## config.mk

```make
export PLATFORM = sky130hd
export DESIGN_NAME = muldiv_sequencer_flat
export DESIGN_NICKNAME = d
export VERILOG_FILES = /design/src/rtl/muldiv_seq_pkg.sv /design/src/rtl/muldiv_seq_if.sv /design/src/rtl/muldiv_sequencer.sv /design/src/flat_wrapper.sv
export SDC_FILE = /design/constraint.sdc
export NUM_CORES = 1
export LEC_CHECK = 0
export CAP_MARGIN = 20
export CORE_UTILIZATION = 39
export CTS_CLUSTER_SIZE = 14
export DETAILED_ROUTE_END_ITERATION = 10
export HOLD_SLACK_MARGIN = 0.08
export PLACE_DENSITY = 0.75
export SETUP_SLACK_MARGIN = 0.5
export SYNTH_ARGS = -nofsm -noshare
export SYNTH_HDL_FRONTEND = slang
export SYNTH_SLANG_ARGS = --single-unit
```

## constraint.sdc

```tcl
create_clock -name clk_in -period 2.24 [get_ports clk_in]
set_input_delay 0.672 -clock clk_in [delete_from_list [all_inputs] [get_ports clk_in]]
set_output_delay 0.672 -clock clk_in [all_outputs]
set_load 0.02 [all_outputs]
```

## src/rtl/muldiv_seq_pkg.sv

```systemverilog
// Shared encodings for the mul/div/HILO sequencer: FSM states, latched op kinds and HILO source selects.
// Op-kind codes deliberately equal the low bits of the matching HILO select.
package muldiv_seq_pkg;

  localparam int CNT_W = 6;

  typedef enum logic [1:0] {
    ST_IDLE  = 2'd0,
    ST_WAIT  = 2'd1,
    ST_WRITE = 2'd2
  } state_e;

  typedef enum logic [1:0] {
    OP_MULT  = 2'd0,
    OP_MULTU = 2'd1,
    OP_DIV   = 2'd2,
    OP_DIVU  = 2'd3
  } op_e;

  localparam logic [2:0] SEL_MULT  = 3'd0;
  localparam logic [2:0] SEL_MULTU = 3'd1;
  localparam logic [2:0] SEL_DIV   = 3'd2;
  localparam logic [2:0] SEL_DIVU  = 3'd3;
  localparam logic [2:0] SEL_RS    = 3'd4;
  localparam logic [2:0] SEL_ZERO  = 3'd5;

  function automatic logic [2:0] op_sel(op_e op);
    return {1'b0, op};
  endfunction

endpackage

```

## src/rtl/muldiv_seq_if.sv

```systemverilog
// Request/response bundle between the main controller/datapath (master) and the mul/div sequencer (slave).
// Carries decoded ops and divider done flags in; start pulses, stall, HILO selects and write enables out.
interface muldiv_seq_if;

  logic       op_valid;
  logic       is_mult;
  logic       is_multu;
  logic       is_div;
  logic       is_divu;
  logic       is_mthi;
  logic       is_mtlo;
  logic       over_div;
  logic       over_divu;
  logic       start_div;
  logic       start_divu;
  logic       pc_no_add;
  logic       hiin;
  logic       loin;
  logic [2:0] M8;
  logic [2:0] M9;
  logic       md_busy;
  logic       md_err;

  modport master (
    output op_valid, is_mult, is_multu, is_div, is_divu, is_mthi, is_mtlo, over_div, over_divu,
    input  start_div, start_divu, pc_no_add, hiin, loin, M8, M9, md_busy, md_err
  );

  modport slave (
    input  op_valid, is_mult, is_multu, is_div, is_divu, is_mthi, is_mtlo, over_div, over_divu,
    output start_div, start_divu, pc_no_add, hiin, loin, M8, M9, md_busy, md_err
  );

endinterface

```

## src/rtl/muldiv_sequencer.sv

```systemverilog
// Sequences mult/div/mthi/mtlo onto HILO: mthi/mtlo write in 0 stall cycles, mult stalls MULT_LAT+1,
// div stalls 1+N until over_*; a DIV_TIMEOUT watchdog aborts a hung divider with an md_err pulse.
module muldiv_sequencer
  import muldiv_seq_pkg::*;
#(
  parameter int MULT_LAT    = 1,
  parameter int DIV_TIMEOUT = 40
) (
  input  logic         clk_in,
  input  logic         reset,
  muldiv_seq_if.slave  bus
);

  localparam logic [CNT_W-1:0] MULT_LAST = CNT_W'(MULT_LAT - 1);
  localparam logic [CNT_W-1:0] DIV_LAST  = CNT_W'(DIV_TIMEOUT - 1);

  state_e            state_q, state_d;
  op_e               op_q, op_d;
  logic [CNT_W-1:0]  cnt_q, cnt_d;

  logic       start_div, start_divu, pc_no_add, hiin, loin, md_busy, md_err;
  logic [2:0] m8, m9;
  logic       div_op, op_done;

  always_ff @(posedge clk_in) begin
    if (!reset) begin
      state_q <= ST_IDLE;
      op_q    <= OP_MULT;
      cnt_q   <= '0;
    end else begin
      state_q <= state_d;
      op_q    <= op_d;
      cnt_q   <= cnt_d;
    end
  end

  assign div_op  = (op_q == OP_DIV) || (op_q == OP_DIVU);
  assign op_done = ((op_q == OP_DIV)  && bus.over_div)  ||
                   ((op_q == OP_DIVU) && bus.over_divu) ||
                   (!div_op && (cnt_q == MULT_LAST));

  always_comb begin
    state_d    = state_q;
    op_d       = op_q;
    cnt_d      = cnt_q;
    start_div  = 1'b0;
    start_divu = 1'b0;
    pc_no_add  = 1'b0;
    hiin       = 1'b0;
    loin       = 1'b0;
    m8         = SEL_ZERO;
    m9         = SEL_ZERO;
    md_err     = 1'b0;
    md_busy    = (state_q != ST_IDLE);

    unique case (state_q)
      ST_IDLE: begin
        if (bus.op_valid) begin
          // Stalling ops share the same accept path; only the start pulse differs.
          if (bus.is_div || bus.is_divu || bus.is_mult || bus.is_multu) begin
            pc_no_add = 1'b1;
            state_d   = ST_WAIT;
            cnt_d     = '0;
            if (bus.is_div) begin
              start_div = 1'b1;
              op_d      = OP_DIV;
            end else if (bus.is_divu) begin
              start_divu = 1'b1;
              op_d       = OP_DIVU;
            end else if (bus.is_mult) begin
              op_d = OP_MULT;
            end else begin
              op_d = OP_MULTU;
            end
          end else if (bus.is_mthi) begin
            hiin = 1'b1;
            m8   = SEL_RS;
          end else if (bus.is_mtlo) begin
            loin = 1'b1;
            m9   = SEL_RS;
          end
        end
      end
      ST_WAIT: begin
        pc_no_add = 1'b1;
        cnt_d     = cnt_q + 1'b1;
        if (op_done) begin
          state_d = ST_WRITE;
        end else if (div_op && (cnt_q == DIV_LAST)) begin
          // Abort lets the instruction retire without touching HILO.
          state_d   = ST_IDLE;
          md_err    = 1'b1;
          pc_no_add = 1'b0;
        end
      end
      ST_WRITE: begin
        hiin    = 1'b1;
        loin    = 1'b1;
        m8      = op_sel(op_q);
        m9      = op_sel(op_q);
        state_d = ST_IDLE;
      end
      default: state_d = ST_IDLE;
    endcase

    if (!reset) begin
      start_div  = 1'b0;
      start_divu = 1'b0;
      pc_no_add  = 1'b0;
      hiin       = 1'b0;
      loin       = 1'b0;
      m8         = SEL_ZERO;
      m9         = SEL_ZERO;
      md_busy    = 1'b0;
      md_err     = 1'b0;
    end
  end

  assign bus.start_div  = start_div;
  assign bus.start_divu = start_divu;
  assign bus.pc_no_add  = pc_no_add;
  assign bus.hiin       = hiin;
  assign bus.loin       = loin;
  assign bus.M8         = m8;
  assign bus.M9         = m9;
  assign bus.md_busy    = md_busy;
  assign bus.md_err     = md_err;

endmodule

```

## src/flat_wrapper.sv

```systemverilog
// flat-port wrapper written by rule: the top's interface ports become plain ports
module muldiv_sequencer_flat import muldiv_seq_pkg::*;
#(
  parameter int MULT_LAT    = 1,
  parameter int DIV_TIMEOUT = 40
)
  (clk_in, reset, bus_op_valid, bus_is_mult, bus_is_multu, bus_is_div, bus_is_divu, bus_is_mthi, bus_is_mtlo, bus_over_div, bus_over_divu, bus_start_div, bus_start_divu, bus_pc_no_add, bus_hiin, bus_loin, bus_M8, bus_M9, bus_md_busy, bus_md_err);
  muldiv_seq_if bus_i ();
  input  logic clk_in;
  input  logic reset;
  input wire logic [$bits(bus_i.op_valid)-1:0] bus_op_valid;
  input wire logic [$bits(bus_i.is_mult)-1:0] bus_is_mult;
  input wire logic [$bits(bus_i.is_multu)-1:0] bus_is_multu;
  input wire logic [$bits(bus_i.is_div)-1:0] bus_is_div;
  input wire logic [$bits(bus_i.is_divu)-1:0] bus_is_divu;
  input wire logic [$bits(bus_i.is_mthi)-1:0] bus_is_mthi;
  input wire logic [$bits(bus_i.is_mtlo)-1:0] bus_is_mtlo;
  input wire logic [$bits(bus_i.over_div)-1:0] bus_over_div;
  input wire logic [$bits(bus_i.over_divu)-1:0] bus_over_divu;
  output wire logic [$bits(bus_i.start_div)-1:0] bus_start_div;
  output wire logic [$bits(bus_i.start_divu)-1:0] bus_start_divu;
  output wire logic [$bits(bus_i.pc_no_add)-1:0] bus_pc_no_add;
  output wire logic [$bits(bus_i.hiin)-1:0] bus_hiin;
  output wire logic [$bits(bus_i.loin)-1:0] bus_loin;
  output wire logic [$bits(bus_i.M8)-1:0] bus_M8;
  output wire logic [$bits(bus_i.M9)-1:0] bus_M9;
  output wire logic [$bits(bus_i.md_busy)-1:0] bus_md_busy;
  output wire logic [$bits(bus_i.md_err)-1:0] bus_md_err;
  assign bus_i.op_valid = bus_op_valid;
  assign bus_i.is_mult = bus_is_mult;
  assign bus_i.is_multu = bus_is_multu;
  assign bus_i.is_div = bus_is_div;
  assign bus_i.is_divu = bus_is_divu;
  assign bus_i.is_mthi = bus_is_mthi;
  assign bus_i.is_mtlo = bus_is_mtlo;
  assign bus_i.over_div = bus_over_div;
  assign bus_i.over_divu = bus_over_divu;
  assign bus_start_div = bus_i.start_div;
  assign bus_start_divu = bus_i.start_divu;
  assign bus_pc_no_add = bus_i.pc_no_add;
  assign bus_hiin = bus_i.hiin;
  assign bus_loin = bus_i.loin;
  assign bus_M8 = bus_i.M8;
  assign bus_M9 = bus_i.M9;
  assign bus_md_busy = bus_i.md_busy;
  assign bus_md_err = bus_i.md_err;
  muldiv_sequencer #(.MULT_LAT(MULT_LAT), .DIV_TIMEOUT(DIV_TIMEOUT)) u_core (.clk_in(clk_in), .reset(reset), .bus(bus_i));
endmodule
```

==> results.ini, run 1 <==
[placed_design]
place_hpwl_mm=1.77
place.gp.congestion=0.850
io_buffers=23
dp_cells=153

[floorplanning]
die_w_um=44.1
start_util=0.439
io_pins=24
rows=14
die_y_um=44.1

[synth]
synth_edf_count=0
avgSynthCellArea_um2=7.95
syn-cell-area_um2=692
synth_largest_area_cell=dfxtp_1
synth_nets=100
ys.warnings.count=0
seq_area_frac_synth=0.289
synth_top_area_share=0.289
ys_async_sr_fraction=0
ys_ff_latch=10
synth_flop_cell=dfxtp_1
synth_area_leaders=dfxtp_1 (29%), nor2_1 (6.5%), o21ai_0 (4.3%), inv_1 (3.8%), xor2_1 (3.8%)
syn-instance-count=87
synth_cell_types=36

[run_status]
stop_stage=global routing (5_1_grt)
first-error=[ERROR DPL-0038] Utilization greater than 100%, impossible to legalize
status=did not finish

[cts]
max-clock-path-buffers=2
cts_buffers=3
h-tree-depth=1
cts_sinks=10
cts_root_buffer=clkbuf_4
holdBufCountCts=0

[sta]
worstEndpointGrtRepair=bus_loin
worstEndpointType=primary output

[grt]
grt_max_degree=9

-- cells in the mapped netlist (2+ instances only) --
| library cell | n |
|---|---|
| nor4_2 | 2 |
| inv_1 | 7 |
| nand2_1 | 6 |
| o21ai_0 | 6 |
| nand4_1 | 3 |
| clkbuf_1 | 2 |
| o21a_1 | 2 |
| buf_4 | 2 |
| xor2_1 | 3 |
| o211ai_1 | 3 |
| a21oi_1 | 4 |
| nor2_1 | 12 |
| and3_1 | 2 |
| ha_1 | 2 |
| dfxtp_1 | 10 |
-- logic make-up after synthesis --
| kind of cell | Yosys count | share of synthesized area |
|---|---|---|
| adders and majority gates | 2 | 0.0362 |
| DFF | 10 | 0.289 |
| xor gates and xnor gates | 3 | 0.0380 |
| and+or+nand+nor | 36 | 0.304 |
| buffers and inverters | 11 | 0.0705 |
| AOI/OAI and AO/OA | 24 | 0.248 |
| muxes | 1 | 0.0145 |
-- per-stage QoR --
| step | setup slack (ps) | cell area, µm² |
|---|---|---|
| 2_1_floorplan | -71.3 | 802 |
| 3_3_place_gp | -1050 | 1260 |
| 3_5_place_dp | -1070 | 1260 |
| 4_1_cts | -201 | 1510 |
-- repair_timing --
item	CTS
buffers inserted	16
gates cloned	0
setup endpoints to repair	22
pin swaps	18
gates resized for setup	134
==> run 2: changes to the inputs <==
--- a/config.mk
+++ b/config.mk
@@ -6,12 +6,10 @@
 export NUM_CORES = 1
 export LEC_CHECK = 0
 export CAP_MARGIN = 20
-export CORE_UTILIZATION = 39
-export CTS_CLUSTER_SIZE = 14
+export CORE_AREA = 2 2 63 65
 export DETAILED_ROUTE_END_ITERATION = 10
-export HOLD_SLACK_MARGIN = 0.08
-export PLACE_DENSITY = 0.75
-export SETUP_SLACK_MARGIN = 0.5
+export DIE_AREA = 0 0 65 67
+export PLACE_DENSITY_LB_ADDON = 0.15
 export SYNTH_ARGS = -nofsm -noshare
 export SYNTH_HDL_FRONTEND = slang
 export SYNTH_SLANG_ARGS = --single-unit
==> constraint.sdc (replaced) <==
create_clock -name clk_in -period 2.91 [get_ports clk_in]
set_input_delay 0.873 -clock clk_in [delete_from_list [all_inputs] [get_ports clk_in]]
set_output_delay 0.873 -clock clk_in [all_outputs]
set_load 0.02 [all_outputs]
==> run 2 against run 1 <==
Effect of this change:
- the run now ends clean
- synthesized cell count did not move
- synthesized area did not move
==> results.ini, run 2 <==
[run_status]
status=complete, no violations

[setup_path]
critPathKind=in2out
worstPathRequired_ps=2040
worstPathArrival_ps=1990
startpoint_type=primary input
endpoint_kind=output pin
crit_fanout=7

[floorplanning]
start_util=0.192  ; -0.247
rows=22  ; +8
die_w_um=65  ; +47%
fp.coreArea_um2=3610
io_pins=24  ; unchanged
dieArea_um2=4360
die_y_um=67  ; +52%

[finish]
final_nets=146
final_area_um2=1160
regMostFlops=u_core.cnt_q
largest_reg_flops=6
finish.utilization=0.321
reg_top3=u_core.cnt_q: 6 flops, u_core.op_q: 2 flops, u_core.state_q: 2 flops
final_cells=179
drive_gt1_frac=0.420
diodes=0
area_growth_pct=67.5
final_cell_mix=buf_4 (24), nor2_1 (11), dfxtp_1 (10), buf_2 (9)
final_common_cell=buf_4

[placed_design]
place.gp.congestion=0.803  ; -5.5%
io_buffers=23  ; unchanged
place_hpwl_mm=1.74  ; -1.4%
placed_cell_area_um2=1120  ; -11%
dp_cells=176  ; +15%

[synth]
syn-cell-area_um2=692  ; unchanged
synth_flop_cell=dfxtp_1
post-synth-top-count-cell=nor2_1
synth_cell_types=36  ; unchanged
synthTopCellsByCount=nor2_1 (12), dfxtp_1 (10), inv_1 (7)
synth_area_leaders=dfxtp_1 (29%), nor2_1 (6.5%), o21ai_0 (4.3%), inv_1 (3.8%), xor2_1 (3.8%)
syn-instance-count=87  ; unchanged
avgSynthCellArea_um2=7.95  ; unchanged
synth_largest_area_cell=dfxtp_1
synth_edf_count=0  ; unchanged
ys_ff_latch=10  ; unchanged
synth_nets=100  ; unchanged
ys_async_sr_fraction=0  ; unchanged
seq_area_frac_synth=0.289  ; unchanged
ys.warnings.count=0  ; unchanged
synth_top_area_share=0.289  ; unchanged

[sta]
clock_skew_ps=0.765
slew_violations=0
fin_tns_setup_ps=0
finalSetupViolations=0
period_minus_slack_ps=2860
hold_ws_ps=508
relSlewSlack=0.657
rsz0062_at_grt=false
worst_pin_slew_ps=502
hold_viol=0
max_freq_mhz=349
period_share=0.984

[routing]
route.detailed.drc=0
post_drt_wl_per_cell_um=11.8
wirelength_mm=2.11
drtPass1Iterations=4
vias_per_cell=4.45
antenna_left=0
vias=796
drt-initial-drc-count=17

[cts]
h-tree-depth=1  ; unchanged
cts_buffers=3  ; unchanged
max-clock-path-buffers=2  ; unchanged
cts_sinks=10  ; unchanged
clk_latency_ps=230
cts_root_buffer=clkbuf_8
cts_tree=done
path_clk_slew_ps=50
post_cts_buffers=0  ; -16

[flow_run]
cap_violations=0

[pwr]
vdd_drop_max_v=0.000110
power_density_nw_per_um2=354
p_leak_nw=0.477

[grt]
overflow=0
grt_max_degree=11
grt_pass1_wl_mm=3.67
antenna_found_initial=0
grt_pass1_vias=841
grt_util_all_layers=0.109

[worst_hold_path]
min_path_type=reg2reg

run 2: repair_timing:
| action | 4_1_cts | 5_1_grt |
|---|---|---|
| gates resized for setup | 79 | 8 |
| pin swaps | 6 | 3 |
| endpoints found under the setup margin | 13 | 9 |
| hold endpoints to repair | 0 | 0 |
| hold buffers | 0 | 0 |
run 2: final cells by class:
class	count	area, µm²
multi-input combinational	66	494
fill	380	2450
tap	48	60.1
inverter	7	26.3
sequential	10	200
clock buffer	3	41.3
timing repair buffer	45	337
run 2: cells by family (layout without fill, tap and decap cells):
| kind of cell | after synthesis | count (layout) | share of synthesized area |
|---|---|---|---|
| AND/OR/NAND/NOR | 36 | 36 | 0.304 |
| AO/OA/AOI/OAI | 24 | 24 | 0.248 |
| buffers and inverters | 11 | 55 | 0.0705 |
| flip-flops | 10 | 10 | 0.289 |
| XOR/XNOR | 3 | 3 | 0.0380 |
| adder cells (fa/ha/maj) | 2 | 2 | 0.0362 |
| multiplexers | 1 | 1 | 0.0145 |
run 2: path summary, 6_finish.rpt:
check                                       start             end  slack, ps  depth (start not counted)
worst min-delay path               u_core.op_q[1]  u_core.op_q[1]        510                          2
worst max-delay path                        reset   bus_start_div         50                          4
worst max register to register  u_core.state_q[0]  u_core.op_q[0]       1230                          5
worst min register to register     u_core.op_q[1]  u_core.op_q[1]        510                          2
run 2: through the flow:
step           power (mW)  worst slack, ps
6_report            0.410             45.4
5_1_grt             0.432             1.61
4_1_cts             0.415            -44.5
3_5_place_dp        0.268             -836
3_3_place_gp        0.269             -803
2_1_floorplan       0.202              112
run 2: per-layer routing:
layer | wire [µm] | vias up | track usage
met5 | 0 | - | 0
met2 | 1020 | 14 | 0.195
li1 | - | 411 | -
met1 | 979 | 369 | 0.130
met3 | 92 | 2 | 0.0253
met4 | 18 | 0 | 0.0319
run 2: critical path, cell delays in order:
cell and delay [ps]:
clkdlybuf4s50_1 490, buf_4 160, and3_1 160, clkdlybuf4s15_1 300
run 2: power breakdown:
group	internal [mW]	leakage, nW	switching [mW]
combinational	0.0581	0.374	0.0570
clock	0.0904	0.0216	0.0521
sequential	0.143	0.0814	0.00887
(Power assumes the default switching activity.)
